### config.mk
export PLATFORM = sky130hd
export DESIGN_NAME = dmem_lane_arbiter
export DESIGN_NICKNAME = d
export VERILOG_FILES = /design/src/rtl/dmem_lane_arbiter.sv
export SDC_FILE = /design/constraint.sdc
export NUM_CORES = 1
export LEC_CHECK = 0
export BUFFER_PORTS_ARGS = -buffer_cell sky130_fd_sc_hd__buf_2
export CELL_PAD_IN_SITES_DETAIL_PLACEMENT = 0
export CELL_PAD_IN_SITES_GLOBAL_PLACEMENT = 1
export CORE_AREA = 5 5 102 176
export DETAILED_ROUTE_END_ITERATION = 7
export DIE_AREA = 0 0 107 181
export PLACE_DENSITY = 0.83
export RECOVER_POWER = 50
export SETUP_SLACK_MARGIN = 0.2
export SYNTH_ARGS = -nofsm -noshare
export SYNTH_HDL_FRONTEND = slang
export SYNTH_SLANG_ARGS = --single-unit
### constraint.sdc
create_clock -name clock -period 3.1 [get_ports clock]
set_input_delay 0.155 -clock clock [delete_from_list [all_inputs] [get_ports clock]]
set_output_delay 0.155 -clock clock [all_outputs]
set_load 0.01 [all_outputs]
### src/rtl/dmem_lane_arbiter.sv
// Arbitrates the two pipeline memory lanes onto the dual-port dmem, preserving program order.
// Optional macro DMEM_ARB_FWD_EN: forward lane a store data to a same-address lane b load.
module dmem_lane_arbiter #(
  parameter int ADDR_W = 12,
  parameter int DATA_W = 32,
  parameter int CNT_W  = 16
) (
  input  logic              clock,
  input  logic              reset,
  input  logic              req_a,
  input  logic              we_a,
  input  logic [ADDR_W-1:0] addr_a,
  input  logic [DATA_W-1:0] wdata_a,
  input  logic              req_b,
  input  logic              we_b,
  input  logic [ADDR_W-1:0] addr_b,
  input  logic [DATA_W-1:0] wdata_b,
  output logic [ADDR_W-1:0] address_dmem_a,
  output logic [ADDR_W-1:0] address_dmem_b,
  output logic [DATA_W-1:0] data_a,
  output logic [DATA_W-1:0] data_b,
  output logic              wren_a,
  output logic              wren_b,
  input  logic [DATA_W-1:0] q_dmem_a,
  input  logic [DATA_W-1:0] q_dmem_b,
  output logic [DATA_W-1:0] rdata_a,
  output logic [DATA_W-1:0] rdata_b,
  output logic              rvalid_a,
  output logic              rvalid_b,
  output logic              stall,
  output logic [CNT_W-1:0]  conflict_count
);

  typedef enum logic {IDLE = 1'b0, SECOND = 1'b1} state_t;

  state_t            state_q, state_d;
  logic [DATA_W-1:0] rdata_a_q, rdata_a_d;
  logic [DATA_W-1:0] rdata_b_q, rdata_b_d;
  logic              rvalid_a_q, rvalid_a_d;
  logic              rvalid_b_q, rvalid_b_d;
  logic [CNT_W-1:0]  cnt_q, cnt_d;

  logic same, merge, fwd, serial;
  logic issue_a, issue_b, stall_c, fwd_hit;

  always_comb begin
    same  = req_a & req_b & (addr_a == addr_b);
    merge = same & we_a & we_b;
`ifdef DMEM_ARB_FWD_EN
    fwd   = same & we_a & ~we_b;
`else
    fwd   = 1'b0;
`endif
    serial = same & (we_a ^ we_b) & ~fwd;
  end

  // Lane issue decisions; SECOND always finishes the held lane b op regardless of inputs.
  always_comb begin
    state_d = state_q;
    issue_a = 1'b0;
    issue_b = 1'b0;
    stall_c = 1'b0;
    fwd_hit = 1'b0;
    case (state_q)
      IDLE: begin
        if (merge) begin
          issue_b = 1'b1;
        end else if (serial) begin
          issue_a = 1'b1;
          stall_c = 1'b1;
          state_d = SECOND;
        end else if (fwd) begin
          issue_a = 1'b1;
          fwd_hit = 1'b1;
        end else begin
          issue_a = req_a;
          issue_b = req_b;
        end
      end
      SECOND: begin
        issue_b = req_b;
        state_d = IDLE;
      end
      default: state_d = IDLE;
    endcase
  end

  always_comb begin
    rvalid_a_d = issue_a & ~we_a;
    rvalid_b_d = (issue_b & ~we_b) | fwd_hit;
    rdata_a_d  = rvalid_a_d ? q_dmem_a : rdata_a_q;
    if (fwd_hit)
      rdata_b_d = wdata_a;
    else if (rvalid_b_d)
      rdata_b_d = q_dmem_b;
    else
      rdata_b_d = rdata_b_q;
    cnt_d = cnt_q;
    if (state_q == IDLE && state_d == SECOND && cnt_q != {CNT_W{1'b1}})
      cnt_d = cnt_q + CNT_W'(1);
  end

  always_ff @(posedge clock) begin
    if (reset) begin
      state_q    <= IDLE;
      rdata_a_q  <= '0;
      rdata_b_q  <= '0;
      rvalid_a_q <= 1'b0;
      rvalid_b_q <= 1'b0;
      cnt_q      <= '0;
    end else begin
      state_q    <= state_d;
      rdata_a_q  <= rdata_a_d;
      rdata_b_q  <= rdata_b_d;
      rvalid_a_q <= rvalid_a_d;
      rvalid_b_q <= rvalid_b_d;
      cnt_q      <= cnt_d;
    end
  end

  // Un-issued lanes still present their address/data; only wren distinguishes them.
  assign address_dmem_a = addr_a;
  assign address_dmem_b = addr_b;
  assign data_a         = wdata_a;
  assign data_b         = wdata_b;
  assign wren_a         = issue_a & we_a & ~reset;
  assign wren_b         = issue_b & we_b & ~reset;
  assign stall          = stall_c & ~reset;
  assign rdata_a        = rdata_a_q;
  assign rdata_b        = rdata_b_q;
  assign rvalid_a       = rvalid_a_q;
  assign rvalid_b       = rvalid_b_q;
  assign conflict_count = cnt_q;

endmodule

==> flow_summary.toml, run 1 <==
[timing]
final_hold_viol_count = 0
drv_slew = 0
fin_skew_ps = 10.59
setup_tns_ps = 0
setup_ws_ps = 759.5
finalCritPeriodShare_pct = 75.50
setup_viol = 0
max_freq_mhz = 427.3
worst_pin_slew_ps = 764.5
slew_headroom_pct = 48.85
rsz0062_at_grt = "false"
fin_crit_ps = 2341

[layout]
area_delta_synth_final_pct = 18.52
drive_above_1_share_pct = 26.66
fin_cells = 811
antenna_cells = 0
nets = 773
n_fill_cell = 1817

[worst_setup_path]
crit_slowest_cell = "nor2_1"
cp_max_fo = 12
start_kind = "register"
cpMostUsedCell = "or4_1"
regToRegSetupSlack_ps = 760
critPathRequiredTime_ps = 3300
crit_arrival_ps = 2550
cp-end-kind = "register"
path_cells = "ha_1, nand4_1, or4_1, nor2_1, or4_1, a21oi_1"
path_class = "reg2reg"
critical_path.max_stage_delay_ps = 640

[logic_synthesis]
synth_compound_area_share_pct = 8.336
synth_nets = 667
synthMuxAreaShare_pct = 7.670
synth-adder-area-share_pct = 0.2894
synth_flop_cell = "dfxtp_1"
ys_types = 36
synth_area_mm2 = 0.004323
synth_edf_count = 0
async_reset_ff_share_pct = 0
synth_seq_cells = 83
synth_top_area_share_pct = 38.44
synth_cells = 508
yosysSeqAreaShare_pct = 38.44
ys_top_cells_by_count = "buf_4, dfxtp_1, nand2_1, nand2b_1, a21oi_1"
synth_top_area_cell = "dfxtp_1"
synth_xor_area_share_pct = 2.634
synth-simple-area-share_pct = 24.40
ys_warn_count = 0
synth_top_family_by_area = "simple AND/OR/NAND/NOR gates"
syn_area_per_cell_um2 = 8.510
synth.most_common_cell = "buf_4"
synthTopCellsByArea = "dfxtp_1, buf_4, nand2b_1"

[cts]
cts_buffers = 9
holdBufCountCts = 0
path_clk_slew_ps = 60
clock-root-buffer = "clkbuf_16"
htree_levels = 3
clk_latency_ps = 330
postCtsSetupRepairBufs = 0
clk_path_buf_depth = 2
cts_tree = "built"
clkSinkCount = 83
cts_resized = 0

[die]
pin_count = 331
rows = 62
die_x_um = 107
start_util_pct = 26.54
dieArea_mm2 = 0.01937
dieHeight_um = 181
coreArea_mm2 = 0.01629

[place]
gp_congestion = 0.7983
dpl.cell_count = 795
io_buffers = 202
hpwl_um = 10970
pre_cts_ws_ps = 722.3

[global_routing]
track_usage_pct = 14.02
grt-busiest-layer = "met2"
grt_max_degree = 59
overflow = 0
grt_use_met2_pct = 24.36
gr-usage-met1_pct = 12.90
antenna_found_initial = 2
grt_use_met3_pct = 4.143
grt_pass1_vias = 3657
grt_pass1_wl_um = 20450

[power_and_ir_drop]
power.density_mw_per_mm2 = 503.5
p_leak_nw = 2.090
ir_worst_vdd_mv = 0.2811

[routing]
wl_per_cell_um = 17.45
num_vias = 3711
via_per_inst = 4.576
antenna_left = 0
dr.first_iter.drc_count = 130
remaining_drc_errors = 0
drt_first_pass_iters = 4
drt_wl_total_um = 14160

[hold_path]
min_path_type = "in2reg"

[run_status]
status = "complete, no violations"

[job]
drv_cap = 0
cell type report:
cell class	instances	area (um2)	share of cell area, %
clock buffer	12	236.5	4.615
clock inverter	4	75.07	1.465
inverter	5	18.77	0.3663
multi-input combinational	306	1896	37.00
sequential	83	1662	32.43
tap	192	240.2	4.689
timing repair buffer	209	996.0	19.44
metrics by stage:
step | hold slack, ps | instance area (um2) | utilization (%) | power (W)
2_1_floorplan | 291.0 | 4323 | - | 0.001412
3_3_place_gp | 310.1 | 4892 | 30.03 | 0.001469
3_5_place_dp | 310.1 | 4892 | 30.03 | 0.001473
4_1_cts | 36.19 | 5204 | 31.94 | 0.002653
5_1_grt | 56.32 | 5124 | 31.45 | 0.002714
6_report | 55.72 | 5124 | 31.45 | 0.002580
routing by layer:
layer | part of all wire (%) | wire (um)
met1 | 34 | 4753
met2 | 49 | 6945
met3 | 8.5 | 1205
met4 | 8.7 | 1225
met5 | 0.18 | 26
where the power goes:
part	total, W	switching (W)	internal (W)
registers	0.00113	0.0000198	0.00111
logic	0.000306	0.000171	0.000135
clock network	0.00115	0.000439	0.000708
total	0.00258	0.000630	0.00195
cell usage in the layout (no fill, tap or decap), types with 10 or more instances in the layout:
cell and n:
buf_2 138, nand2b_1 64, mux2i_1 32, or4_1 13
xor2_1 12, a21oi_1 47, nand2_1 69, dfxtp_1 83
clkbuf_1 67, o31ai_1 10
critical path: cells and delay by family (launching register included):
kind            cells  cell delay [ps]
flops               1              390
fa+ha+maj           1              230
compound gates      1               60
simple gates        4             1540
cells by family after synthesis:
logic type,after synthesis
adder cells (fa/ha/maj),1
XOR/XNOR,13
AO/OA/AOI/OAI,65
multiplexers,33
AND/OR/NAND/NOR,194
flip-flops,83
buffers and inverters,119
flip-flops by register name (all words and copies together) (netlist names):
register and cells:
conflict_count 16, rdata_a 32, rdata_b 32, rvalid_a 1, rvalid_b 1, state_q 1
path summary, 6_finish.rpt:
path	start	cells after the start	end
worst max-delay path	conflict_count[0]$_SDFFE_PP0P_	6	conflict_count[2]$_SDFFE_PP0P_
worst min-delay path	q_dmem_a[10]	3	rdata_a[10]$_SDFFE_PP0P_
worst min register to register	rdata_a[18]$_SDFFE_PP0P_	2	rdata_a[18]$_SDFFE_PP0P_
worst max register to register	conflict_count[0]$_SDFFE_PP0P_	6	conflict_count[2]$_SDFFE_PP0P_
No activity file was read; power rests on OpenSTA's default activity.
==> run 2, diff against run 1 <==
Settings changed: ABC_AREA set to 1, CORE_AREA 5 5 102 176 to 5 5 104 180, DIE_AREA 0 0 107 181 to 0 0 109 185, PLACE_DENSITY 0.83 to 0.85.
Clock period 3.1 ns to 2.2 ns, I/O delays scaled along.
==> run 2 against run 1 <==
Compared with the run above: final cell count is 23% higher; total power up 42%; sequential power up 41%; worst setup slack got worse by 270 ps; die area up 4.1%; cell area increased by 6.2%; critical path depth fell by 1; combinational power rose by 60%; clock-buffer cell count shrank 1; sequential share of layout area decreased by 1.9 points; critical endpoint is now wren_a.
==> flow_summary.toml, run 2 <==
[run_status]
status = "complete, no violations"

[cts]
clk_path_buf_depth = 2
clk_latency_ps = 340
path_clk_slew_ps = 60
cts_buffers = 9
htree_levels = 3
cts_tree = "built"
clkSinkCount = 83
clock-root-buffer = "clkbuf_16"
cts_resized = 0

[global_routing]
grt_pass1_wl_um = 22310
grt_pass1_vias = 4273
grt_max_degree = 39
antenna_found_initial = 0
overflow = 0
track_usage_pct = 14.61

[layout]
final_cell_mix = "nand2_1, buf_2, dfxtp_1"
fin_cells = 998
multi_input_area_mm2 = 0.001867
regArea_mm2 = 0.001662
area_delta_synth_final_pct = 20.12
drive_above_1_share_pct = 22.95
layout_commonest_cell = "nand2_1"
n_fill_cell = 1919
nets = 921
antenna_cells = 0
utilization_pct = 31.59

[worst_setup_path]
path_class = "reg2out"
cp-end-kind = "output pin"
critical_path.max_stage_delay_ps = 340
start_kind = "register"
critPathRequiredTime_ps = 2090
path_cells = "nor2_2, buf_4, nand3_1, nor2_1, buf_2"
crit_slowest_cell = "dfxtp_1"
cp_max_fo = 21
crit_arrival_ps = 1600

[place]
gp_congestion = 0.8162
hpwl_um = 11990
dpl.cell_count = 968
io_buffers = 202

[power_and_ir_drop]
ir_worst_vdd_mv = 0.3893
finalPower_w = 0.003671
p_sw_w = 0.0009279
p_leak_nw = 2.463
pwr-share-clk_pct = 43.5
p_seq_share_pct = 43.2
p_sw_share_pct = 25.28
intPower_w = 0.002743
power.density_mw_per_mm2 = 675.0
combPwrFrac_pct = 13.3

[logic_synthesis]
synth_nets = 802
ys_warn_count = 0
async_reset_ff_share_pct = 0
yosysSeqAreaShare_pct = 36.70
ys_top_cells_by_count = "nand2_1, buf_4, dfxtp_1, a21oi_1, nor2_1"
synth_top_area_cell = "dfxtp_1"
synthTopCellsByArea = "dfxtp_1, nand2_1, buf_4"
syn_area_per_cell_um2 = 7.042
synth_seq_cells = 83
synth_flop_cell = "dfxtp_1"
synth_cells = 643
synth.most_common_cell = "nand2_1"
synth_top_area_share_pct = 36.70
synth_area_mm2 = 0.004528
ys_types = 27
synth_edf_count = 0

[timing]
rsz0062_at_grt = "false"
fin_skew_ps = 7.279
final_hold_viol_count = 0
max_freq_mhz = 584.9
setup_viol = 0
finalCritPeriodShare_pct = 77.71
drv_slew = 0
fin_hold_ws_ps = 16.78
fin_crit_ps = 1710
setup_tns_ps = 0
slew_headroom_pct = 60.42
worst_pin_slew_ps = 592.9

[die]
coreArea_mm2 = 0.01722
pin_count = 331
die_x_um = 109
dieArea_mm2 = 0.02017
start_util_pct = 26.30
rows = 64
dieHeight_um = 185

[routing]
remaining_drc_errors = 0
wl_per_cell_um = 15.45
drt_first_pass_iters = 4
via_per_inst = 4.472
drt_wl_total_um = 15420
antenna_left = 0
num_vias = 4463
dr.first_iter.drc_count = 147

[job]
drv_cap = 0

[hold_path]
min_path_type = "in2reg"
-- run 2: cell count changes after synthesis, moves of 13 or more --
| cell | delta |
|---|---|
| nand2_1 | +111 |
| nand4_1 | +37 |
| a21oi_1 | +27 |
| or4_1 | -13 |
| inv_1 | +39 |
| mux2i_1 | -32 |
| nor2_1 | +46 |
| nand2b_1 | -64 |
-- run 2: layout make-up --
class                           count  area share [%]
Clock buffer                       11           4.279
Clock inverter                      5           1.426
Inverter                           48           3.313
Multi-Input combinational cell    396           34.32
Sequential cell                    83           30.55
Tap cell                          231           5.314
Timing Repair Buffer              224           20.80
-- run 2: path summary, 6_finish.rpt --
path                                  start                             end  slack [ps]  depth (start not counted)
max                      state_q$_SDFF_PP0_                          wren_a         490                          5
min                            q_dmem_b[14]        rdata_b[14]$_SDFFE_PP0P_          20                          3
max reg2reg  conflict_count[0]$_SDFFE_PP0P_  conflict_count[3]$_SDFFE_PP0P_         490                         11
min reg2reg         rdata_a[8]$_SDFFE_PP0P_         rdata_a[8]$_SDFFE_PP0P_         460                          2
-- run 2: routing by layer --
metal  wire [um]  track usage, %  share of wire [%]  vias up
li1            -               -                  -     2215
met1        5068           13.81                 33     1977
met2        8046           25.75                 52      179
met3        1068           2.686                6.9       92
met4        1240           13.80                8.0        0
met5           0               0                  0        -
-- run 2: cells by family (layout without fill, tap and decap cells) --
kind of cell | Yosys count | in the layout | share of synthesized area, %
and+or+nand+nor | 312 | 312 | 31.06
buffers and inverters | 164 | 288 | 22.13
DFF | 83 | 83 | 36.70
AOI/OAI and AO/OA | 77 | 77 | 8.511
xor gates and xnor gates | 6 | 6 | 1.327
adders and majority gates | 1 | 1 | 0.2763
-- run 2: repair_timing --
item / in CTS / in global routing
endpoints found under the hold margin: 14 / 0
buffers inserted: 0 / 0
setup endpoints to repair: 0 / 0
hold buffers: 14 / 0
-- run 2: metrics by stage --
stage	setup WS, ps	instance area (um2)
floorplan	600.1	4528
global placement	372.4	5069
detailed placement	313.0	5069
CTS	418.5	5519
global route	271.9	5439
finish	490.3	5439
-- run 2: power by group through the flow --
stage | combinational, W | sequential, W | clock (W)
floorplan | 0.000377 | 0.00164 | 0
global placement | 0.000491 | 0.00162 | 0
detailed placement | 0.000493 | 0.00162 | 0
CTS | 0.000514 | 0.00158 | 0.00165
global route | 0.000543 | 0.00159 | 0.00170
finish | 0.000490 | 0.00159 | 0.00160
-- run 2: critical path: cells and delay by family, from the launching register on --
family,cells,cell delay [ps]
buffers and inverters,2,450
flip-flops,1,340
AND/OR/NAND/NOR,3,470
